[src/rtl/alu_pkg.sv]
// Shared types and constants for the signed arithmetic unit.
package alu_pkg;

    // Default operand width; results are twice this wide.
    localparam int ALU_WIDTH_DEFAULT = 8;

    typedef enum logic [1:0] {
        OP_DIV = 2'd0,
        OP_ADD = 2'd1,
        OP_SUB = 2'd2,
        OP_MUL = 2'd3
    } alu_op_t;

endpackage : alu_pkg

[src/rtl/alu.sv]
// Signed add/sub/mul/div unit with one registered output stage.
// Operands are sign-extended to 2N bits first, so add, subtract, multiply
// and the single divide overflow case (-2^(N-1) / -1) all fit the result.
module alu
    import alu_pkg::*;
#(
    parameter int N = ALU_WIDTH_DEFAULT
) (
    input  logic                  clk,
    input  logic                  rst,
    input  logic signed [N-1:0]   in1,
    input  logic signed [N-1:0]   in2,
    input  logic [1:0]            op,
    input  logic                  invalid_data,
    output logic signed [2*N-1:0] out,
    output logic                  zero,
    output logic                  error
);

    localparam int W = 2 * N;

    alu_op_t             op_sel;
    logic signed [W-1:0] a_ext;
    logic signed [W-1:0] b_ext;
    logic signed [W-1:0] div_den;
    logic                div_by_zero;
    logic                fault;
    logic signed [W-1:0] result_raw;
    logic signed [W-1:0] out_next;
    logic                zero_next;
    logic                error_next;

    assign op_sel = alu_op_t'(op);
    assign a_ext  = {{N{in1[N-1]}}, in1};
    assign b_ext  = {{N{in2[N-1]}}, in2};

    // A zero divisor is swapped for 1 so the divider never sees 0; the
    // quotient is discarded in that case by the fault override below.
    assign div_by_zero = (op_sel == OP_DIV) && (in2 == '0);
    assign div_den     = div_by_zero ? W'(1) : b_ext;

    // Raw arithmetic result selected by opcode.
    always_comb begin
        result_raw = '0;
        case (op_sel)
            OP_DIV:  result_raw = a_ext / div_den;
            OP_ADD:  result_raw = a_ext + b_ext;
            OP_SUB:  result_raw = a_ext - b_ext;
            OP_MUL:  result_raw = a_ext * b_ext;
            default: result_raw = '0;
        endcase
    end

    // Invalid operands and divide-by-zero force a zeroed result with error
    // set; zero is only reported for a genuine result, so flags never overlap.
    always_comb begin
        fault      = invalid_data | div_by_zero;
        out_next   = fault ? '0 : result_raw;
        zero_next  = !fault && (result_raw == '0);
        error_next = fault;
    end

    // Output register bank; reset clears result and both flags at once.
    always_ff @(posedge clk or posedge rst) begin
        if (rst) begin
            out   <= '0;
            zero  <= 1'b0;
            error <= 1'b0;
        end else begin
            out   <= out_next;
            zero  <= zero_next;
            error <= error_next;
        end
    end

endmodule : alu

[config.mk]
export PLATFORM = sky130hd
export DESIGN_NAME = alu
export DESIGN_NICKNAME = d
export VERILOG_FILES = /design/src/rtl/alu_pkg.sv /design/src/rtl/alu.sv
export SDC_FILE = /design/constraint.sdc
export NUM_CORES = 1
export LEC_CHECK = 0
export ABC_AREA = 1
export BUFFER_PORTS_ARGS = -buffer_cell sky130_fd_sc_hd__buf_2
export CORE_ASPECT_RATIO = 1.75
export CORE_MARGIN = 4
export CORE_UTILIZATION = 52
export DETAILED_ROUTE_END_ITERATION = 7
export PLACE_DENSITY_LB_ADDON = 0.15
export SYNTH_ARGS = -nofsm -noshare
export SYNTH_HDL_FRONTEND = slang
export SYNTH_SLANG_ARGS = --single-unit
[constraint.sdc]
create_clock -name clk -period 1 [get_ports clk]
set_input_delay 0.05 -clock clk [delete_from_list [all_inputs] [get_ports clk]]
set_output_delay 0.05 -clock clk [all_outputs]
set_load 0.05 [all_outputs]
==> flow_summary_export.csv, run 1 <==
group,metric,value,unit
floorplanning,start_util,52.97,%
placement,hpwlAfterDp,33750,µm
synth,synth_top_area_share,20.35,%
floorplanning,io_pins,39,
synth,ys_warn_count,0,
synth,async_flop_share,100.0,%
outcome,error_line,"[ERROR GRT-0232] Routing congestion too high. Check the congestion heatmap in the GUI.",
global_route,grt_max_degree,23,
global_route,track_usage,86.99,%
synth,synth_xor_xnor_area_share,5.668,%
timing,worstEndpointType,"sequential cell input",
synth,synthFlopType,"dfrtp_1",
synth,synth_edf_count,0,
synth,synth-seq-cells,18,
global_route,gr-total-overflow,1145,
synth,synth_adder_area_share,30.33,%
clock_tree,cts-root-buf,"clkbuf_16",
synth,synth_top_cell_by_area,"ha_1",
floorplanning,die_h,204.2,µm
outcome,haltStage,"5_1_grt",
synth,synthDistinctLibCells,60,
synth,ys_seq_area_share,3.939,%
synth,yosys-mux-area-fraction,0,%
synth,avgSynthCellArea,6.527,µm²
timing,grt-worst-endpoint,"zero$_DFF_PP0_/D",
synth,synthTopCellsByArea,"ha_1, nand2_1, fa_1",
placement,gp_congestion,0.9914,
floorplanning,die_w,120.1,µm
placement,io_buffers,38,
clock_tree,clockBufferDepth,2,
synth,yosys.area_share.simple,35.17,%
synth,synth_compound_area_share,13.32,%
clock_tree,htree_levels,1,
clock_tree,numCtsBuffers,3,
outcome,status,"stopped before the end",
synth,synth_top_family_by_area,"simple AND/OR/NAND/NOR gates",
floorplanning,rows,71,
synth,syn_inst,1752,
clock_tree,cts.sinks,18,
synth,synth_area,11430,µm²
## layer usage
layer | overflow | global-route usage [%]
met2 | 866 | 113.3
met4 | 264 | 99.71
met5 | 2 | 23.75
met1 | 10 | 77.16
met3 | 3 | 66.38
## Yosys cell counts (12+ instances only)
cell	n
nand2_1	450
inv_1	281
ha_1	186
nor2_1	107
nand3_1	95
a21oi_1	88
o21ai_0	59
fa_1	57
xor2_1	47
nand3_2	40
or2_2	34
nand2_2	28
xnor2_1	27
o21ai_1	25
nor3_1	20
dfrtp_1	18
o21ai_2	15
and2_1	13
clkbuf_1	12
## per-stage QoR
step | setup slack (ns) | instance area, µm² | instances | hold slack, ns
CTS | -20.39 | 19040 | 2794 | 0.2552
global placement | -21.02 | 17070 | 2651 | 0.08397
detailed placement | -21.96 | 17070 | 2651 | 0.09555
floorplan | -19.72 | 12560 | 1794 | -0.01143
## logic make-up after synthesis
family                   after synthesis
AND/OR/NAND/NOR                      835
buffers and inverters                329
AO/OA/AOI/OAI                        251
adder cells (fa/ha/maj)              243
XOR/XNOR                              74
flip-flops                            18
other                                  2
## repair_timing
action / 4_1_cts
setup endpoints to repair: 18
gates resized for setup: 183
setup buffers: 135
hold endpoints to repair: 18
pin swaps: 178
hold buffers: 1
gates cloned: 4
==> run 2: changes to the inputs <==
Settings changed: CORE_ASPECT_RATIO 1.75 to default, CORE_UTILIZATION 52 to 37.
==> run 2 against run 1 <==
Against the previous run: area after synthesis stayed put; synthesized cell count stayed put; the flow now finishes, with violations (setup timing).
==> flow_summary_export.csv, run 2 <==
group,metric,value,unit
outcome,status,"finished, violations left",
outcome,violations,"setup timing",
timing,finalHoldViolCount,0,
placement,io_buffers,38,
drt,route.antenna.remaining_nets,0,
worst_setup_path,critPathRequiredTime,1.20,ns
timing,worst_pin_slew,0.5023,ns
synth,synth_area,11430,µm²
layout,drive_gt1_share,53.36,%
global_route,top_usage_layer,"met2",
synth,syn_inst,1752,
worst_setup_path,cpMaxStageDelayCell,"or3_1",
synth,synthFlopType,"dfrtp_1",
floorplanning,rows,64,
global_route,use_met2,43.26,%
synth,avgSynthCellArea,6.527,µm²
worst_setup_path,critPathMostFrequentCell,"nand2_2",
layout,final_area,20790,µm²
clock_tree,cts_tree,"built",
floorplanning,core_area,30510,µm²
worst_setup_path,critPathLaunchType,"input port",
placement,place_area,17220,µm²
timing,drv_slew,0,
timing,max_freq,45.22,MHz
placement,placed_cells,2759,
timing,grt_setup_unrepaired,"yes",
layout,layout_common_cells,"buf_4, nand2_1, inv_1",
global_route,grt_pass1_wl,68410,µm
worst_setup_path,cp.arrival,22.31,ns
layout,diodes,0,
drt,detail_route.wl_per_cell,14.46,µm
placement,gp_congestion,0.9256,
drt,drcViolationCount,0,
synth,synth-seq-cells,18,
layout,finish.utilization,68.16,%
hold_path,hold_path_class,"input port to flip-flop",
placement,hpwlAfterDp,31090,µm
clock_tree,cts-root-buf,"clkbuf_16",
global_route,use_met3,2.157,%
floorplanning,die_h,183.8,µm
synth,synth_most_common_cell,"nand2_1",
clock_tree,clockBufferDepth,2,
layout,largest_reg_flops,16,
clock_tree,clk_pin_slew,0.07,ns
global_route,gr-total-overflow,0,
clock_tree,numCtsBuffers,3,
global_route,grt_pass1_vias,14460,
drt,vias_per_cell,4.812,
drt,drt_iter0_drc,629,
synth,synth_edf_count,0,
layout,fin_cells,3001,
clock_tree,htree_levels,1,
floorplanning,die_w,183.8,µm
drt,routed_wl,43400,µm
worst_setup_path,crit_end,"zero$_DFF_PP0_",
timing,period_share,2211,%
worst_setup_path,path_max_fanout,7,
synth,synthTopCellsByCount,"nand2_1, inv_1, ha_1",
global_route,grt_max_degree,23,
timing,timing.final.ws_setup,-21.11,ns
worst_setup_path,cp_slowest_stage_delay,0.37,ns
worst_setup_path,startpoint,"in2[1]",
run,drv_cap,0,
global_route,grt_use_met1,31.27,%
global_route,antenna_found_initial,0,
layout,syn_to_final_growth,81.86,%
synth,synthTopCellsByArea,"ha_1, nand2_1, fa_1",
floorplanning,die-area,33780,µm²
synth,synthDistinctLibCells,60,
timing,setup_viol,18,
timing,slew_headroom,66.16,%
floorplanning,start_util,37.48,%
layout,top_register,"out",
timing,tns,-352.35,ns
drt,dr.pass1.iters,5,
drt,vias,14440,
layout,final_common_cell,"buf_4",
synth,ys_seq_area_share,3.939,%
layout,nets,2870,
synth,ys_warn_count,0,
floorplanning,io_pins,39,
timing,final.min_clock_period,22.11,ns
global_route,track_usage,24.42,%
synth,synth_top_cell_by_area,"ha_1",
layout,largestRegisters,"out: 16 flops, error: 1 flops, zero: 1 flops",
clock_tree,cts.sinks,18,
synth,synth_top_area_share,20.35,%
worst_setup_path,cp-end-kind,"flip-flop",
synth,async_flop_share,100.0,%
worst_setup_path,crit_type,"input port to flip-flop",
==> run 2: cell counts after synthesis <==
Identical to the previous run, type by type.
==> run 2: routing by layer <==
layer / up-vias / routed length [µm]
met5: - / 0
met3: 87 / 1582
met1: 6747 / 18620
met4: 0 / 1395
met2: 274 / 21800
li1: 7332 / -
==> run 2: worst min-delay path by stage <==
stage                             from                end  slack [ns]  depth (start not counted)
after detailed placement           rst   out[8]$_DFF_PP0_        0.10                          3
after CTS                 invalid_data  out[12]$_DFF_PP0_        0.26                          5
after global routing      invalid_data    error$_DFF_PP0_        0.30                          5
after floorplan                    rst    error$_DFF_PP0_       -0.01                          1
after global placement             rst   out[8]$_DFF_PP0_         0.1                          3
final                     invalid_data    error$_DFF_PP0_        0.28                          5
==> run 2: timing repair <==
action                     4_1_cts  5_1_grt
pin swaps                      183      204
hold buffers                     1        0
gates cloned                     2        0
setup buffers                  185       61
hold endpoints to repair        18        0
gates resized for setup        175      220
setup endpoints to repair       20       21
==> run 2: worst max-delay path: cells and delay by family <==
family / cells / cell delay [ns]
XOR/XNOR: 4 / 0.55
AND/OR/NAND/NOR: 97 / 9.48
AO/OA/AOI/OAI: 30 / 4.77
buffers and inverters: 31 / 3.25
adder cells (fa/ha/maj): 16 / 4.11
==> run 2: cell type report <==
| type | count | area [µm²] |
|---|---|---|
| Fill cell | 2401 | 9714 |
| Multi-Input combinational cell | 1448 | 12170 |
| Inverter | 294 | 1167 |
| Timing Repair inverter | 1 | 8.758 |
| Tap cell | 396 | 495.5 |
| Clock buffer | 4 | 88.84 |
| Timing Repair Buffer | 840 | 6410 |
| Sequential cell | 18 | 450.4 |
==> run 2: per-stage QoR <==
| stage | hold WS (ns) | worst slack (ns) |
|---|---|---|
| 2_1_floorplan | -0.01143 | -19.72 |
| 3_3_place_gp | 0.09733 | -21.25 |
| 3_5_place_dp | 0.1005 | -21.90 |
| 4_1_cts | 0.2605 | -20.26 |
| 5_1_grt | 0.2976 | -22.53 |
| 6_report | 0.2849 | -21.11 |
==> run 2: cells by family after synthesis <==
group	share of synthesized area (%)
adder cells (fa/ha/maj)	30.33
XOR/XNOR	5.668
buffers and inverters	11.51
AND/OR/NAND/NOR	35.17
other	0.06568
flip-flops	3.939
AO/OA/AOI/OAI	13.32
Power of run 2 is left out: the tool's default activity adds up to more than one toggle a clock period on the data nets, which glitch-free logic cannot reach.
==> run 3: changes to the inputs <==
Settings changed: MAX_ROUTING_LAYER from default to met4.
==> run 3 against run 2 <==
Against the previous run: the run still ends with setup timing left; core utilization about the same; final cell count about the same; non-clock buffer count decreased by 1; sequential share of layout area about the same; global-route usage increased by 0.74 points; count of clock-buffer cells in the layout unchanged; die area unchanged; setup slack got worse by 0.025 ns; maximum frequency decreased by 0.11%; first-iteration DRC count decreased by 0.79%; cell area about the same; highest routed layer unchanged.
==> flow_summary_export.csv, run 3 (synthesis results as in run 2) <==
group,metric,value,unit
timing,drv_slew,0,
drt,drt_iter0_drc,624,
clock_tree,htree_levels,1,
global_route,grt_pass1_vias,14460,
timing,slew_headroom,66.20,%
clock_tree,clockBufferDepth,2,
layout,final_common_cell,"buf_4",
global_route,track_usage,25.16,%
floorplanning,rows,64,
worst_setup_path,path_max_fanout,7,
placement,hpwlAfterDp,31090,µm
run,drv_cap,0,
global_route,gr-total-overflow,0,
layout,top_register,"out",
outcome,violations,"setup timing",
timing,timing.final.ws_setup,-21.14,ns
timing,grt_setup_unrepaired,"yes",
drt,routed_wl,43410,µm
layout,layout_common_cells,"buf_4, nand2_1, inv_1",
layout,nets,2869,
layout,largest_reg_flops,16,
floorplanning,die-area,33780,µm²
clock_tree,clk_pin_slew,0.07,ns
floorplanning,start_util,37.48,%
placement,gp_congestion,0.9420,
global_route,grt_pass1_wl,68440,µm
layout,syn_to_final_growth,81.79,%
layout,drive_gt1_share,53.34,%
floorplanning,die_w,183.8,µm
drt,vias_per_cell,4.797,
drt,dr.pass1.iters,5,
worst_setup_path,critPathMostFrequentCell,"nand2_2",
timing,finalHoldViolCount,0,
worst_setup_path,cp.arrival,22.33,ns
drt,vias,14390,
placement,io_buffers,38,
global_route,grt_max_degree,23,
hold_path,whs_path_depth,5,
floorplanning,die_h,183.8,µm
layout,diodes,0,
clock_tree,cts_tree,"built",
clock_tree,cts.sinks,18,
clock_tree,cts-root-buf,"clkbuf_16",
drt,drcViolationCount,0,
timing,period_share,2214,%
outcome,status,"finished, violations left",
global_route,antenna_found_initial,0,
worst_setup_path,cp_slowest_stage_delay,0.37,ns
worst_setup_path,critPathLaunchType,"input port",
drt,detail_route.wl_per_cell,14.47,µm
timing,setup_viol,18,
worst_setup_path,critPathRequiredTime,1.19,ns
worst_setup_path,crit_type,"input port to flip-flop",
layout,largestRegisters,"out: 16 flops, error: 1 flops, zero: 1 flops",
floorplanning,core_area,30510,µm²
hold_path,hp-start,"invalid_data",
timing,max_freq,45.17,MHz
placement,pre_cts_slack,-21.90,ns
drt,route.antenna.remaining_nets,0,
worst_setup_path,cp-end-kind,"flip-flop",
floorplanning,io_pins,39,
clock_tree,numCtsBuffers,3,
timing,final.min_clock_period,22.14,ns
timing,worst_pin_slew,0.5018,ns
hold_path,holdPathEnd,"error$_DFF_PP0_",
hold_path,hold_path_class,"input port to flip-flop",
worst_setup_path,cpMaxStageDelayCell,"or3_1",
==> run 3: per-layer routing <==
metal	track usage [%]	vias to the layer above	part of all wire (%)
met4	8.134	0	3.3
met2	43.24	280	50
met5	-	-	0
met3	2.275	88	3.7
li1	-	7327	-
met1	31.25	6696	43
==> run 3: cell type report <==
type	instances	area (µm²)
multi-input combinational	1448	12170
clock buffer	4	88.84
inverter	294	1167
timing repair inverter	1	8.758
tap	396	495.5
fill	2402	9722
timing repair buffer	839	6402
sequential	18	450.4
==> run 3: metrics by stage <==
step	instance area, µm²	hold WS [ns]	TNS (ns)	utilization (%)	std cells
floorplan	12560	-0.01143	-325.77	-	1794
finish	20790	0.2823	-352.55	68.13	3000
detailed placement	17220	0.1005	-363.65	56.44	2759
global placement	17220	0.09733	-353.17	56.44	2759
global route	20790	0.2931	-376.07	68.13	3000
CTS	19450	0.2605	-338.90	63.76	2946
==> run 3: timing repair <==
action | 4_1_cts | 5_1_grt
hold buffers | 1 | 0
endpoints found under the hold margin | 18 | 0
setup endpoints to repair | 20 | 21
buffers inserted | 185 | 60
gates cloned | 2 | 0
pin swaps | 183 | 204
resized for setup | 175 | 220
==> run 3: worst max-delay path: cells and delay by family <==
kind | cells | cell delay [ns]
buffers and inverters | 32 | 3.37
xor gates and xnor gates | 4 | 0.55
AOI/OAI and AO/OA | 31 | 5.05
adders and majority gates | 16 | 4.11
and+or+nand+nor | 95 | 9.19
==> run 3: worst max-delay path by stage <==
stage | depth (start not counted) | from | endpoint
final | 178 | in2[1] | zero$_DFF_PP0_
after global routing | 186 | in2[1] | zero$_DFF_PP0_
after CTS | 191 | in2[1] | zero$_DFF_PP0_
after detailed placement | 185 | in2[0] | zero$_DFF_PP0_
after global placement | 183 | in2[0] | zero$_DFF_PP0_
after floorplan | 186 | in2[0] | zero$_DFF_PP0_
Power of run 3 is left out for the same reason.
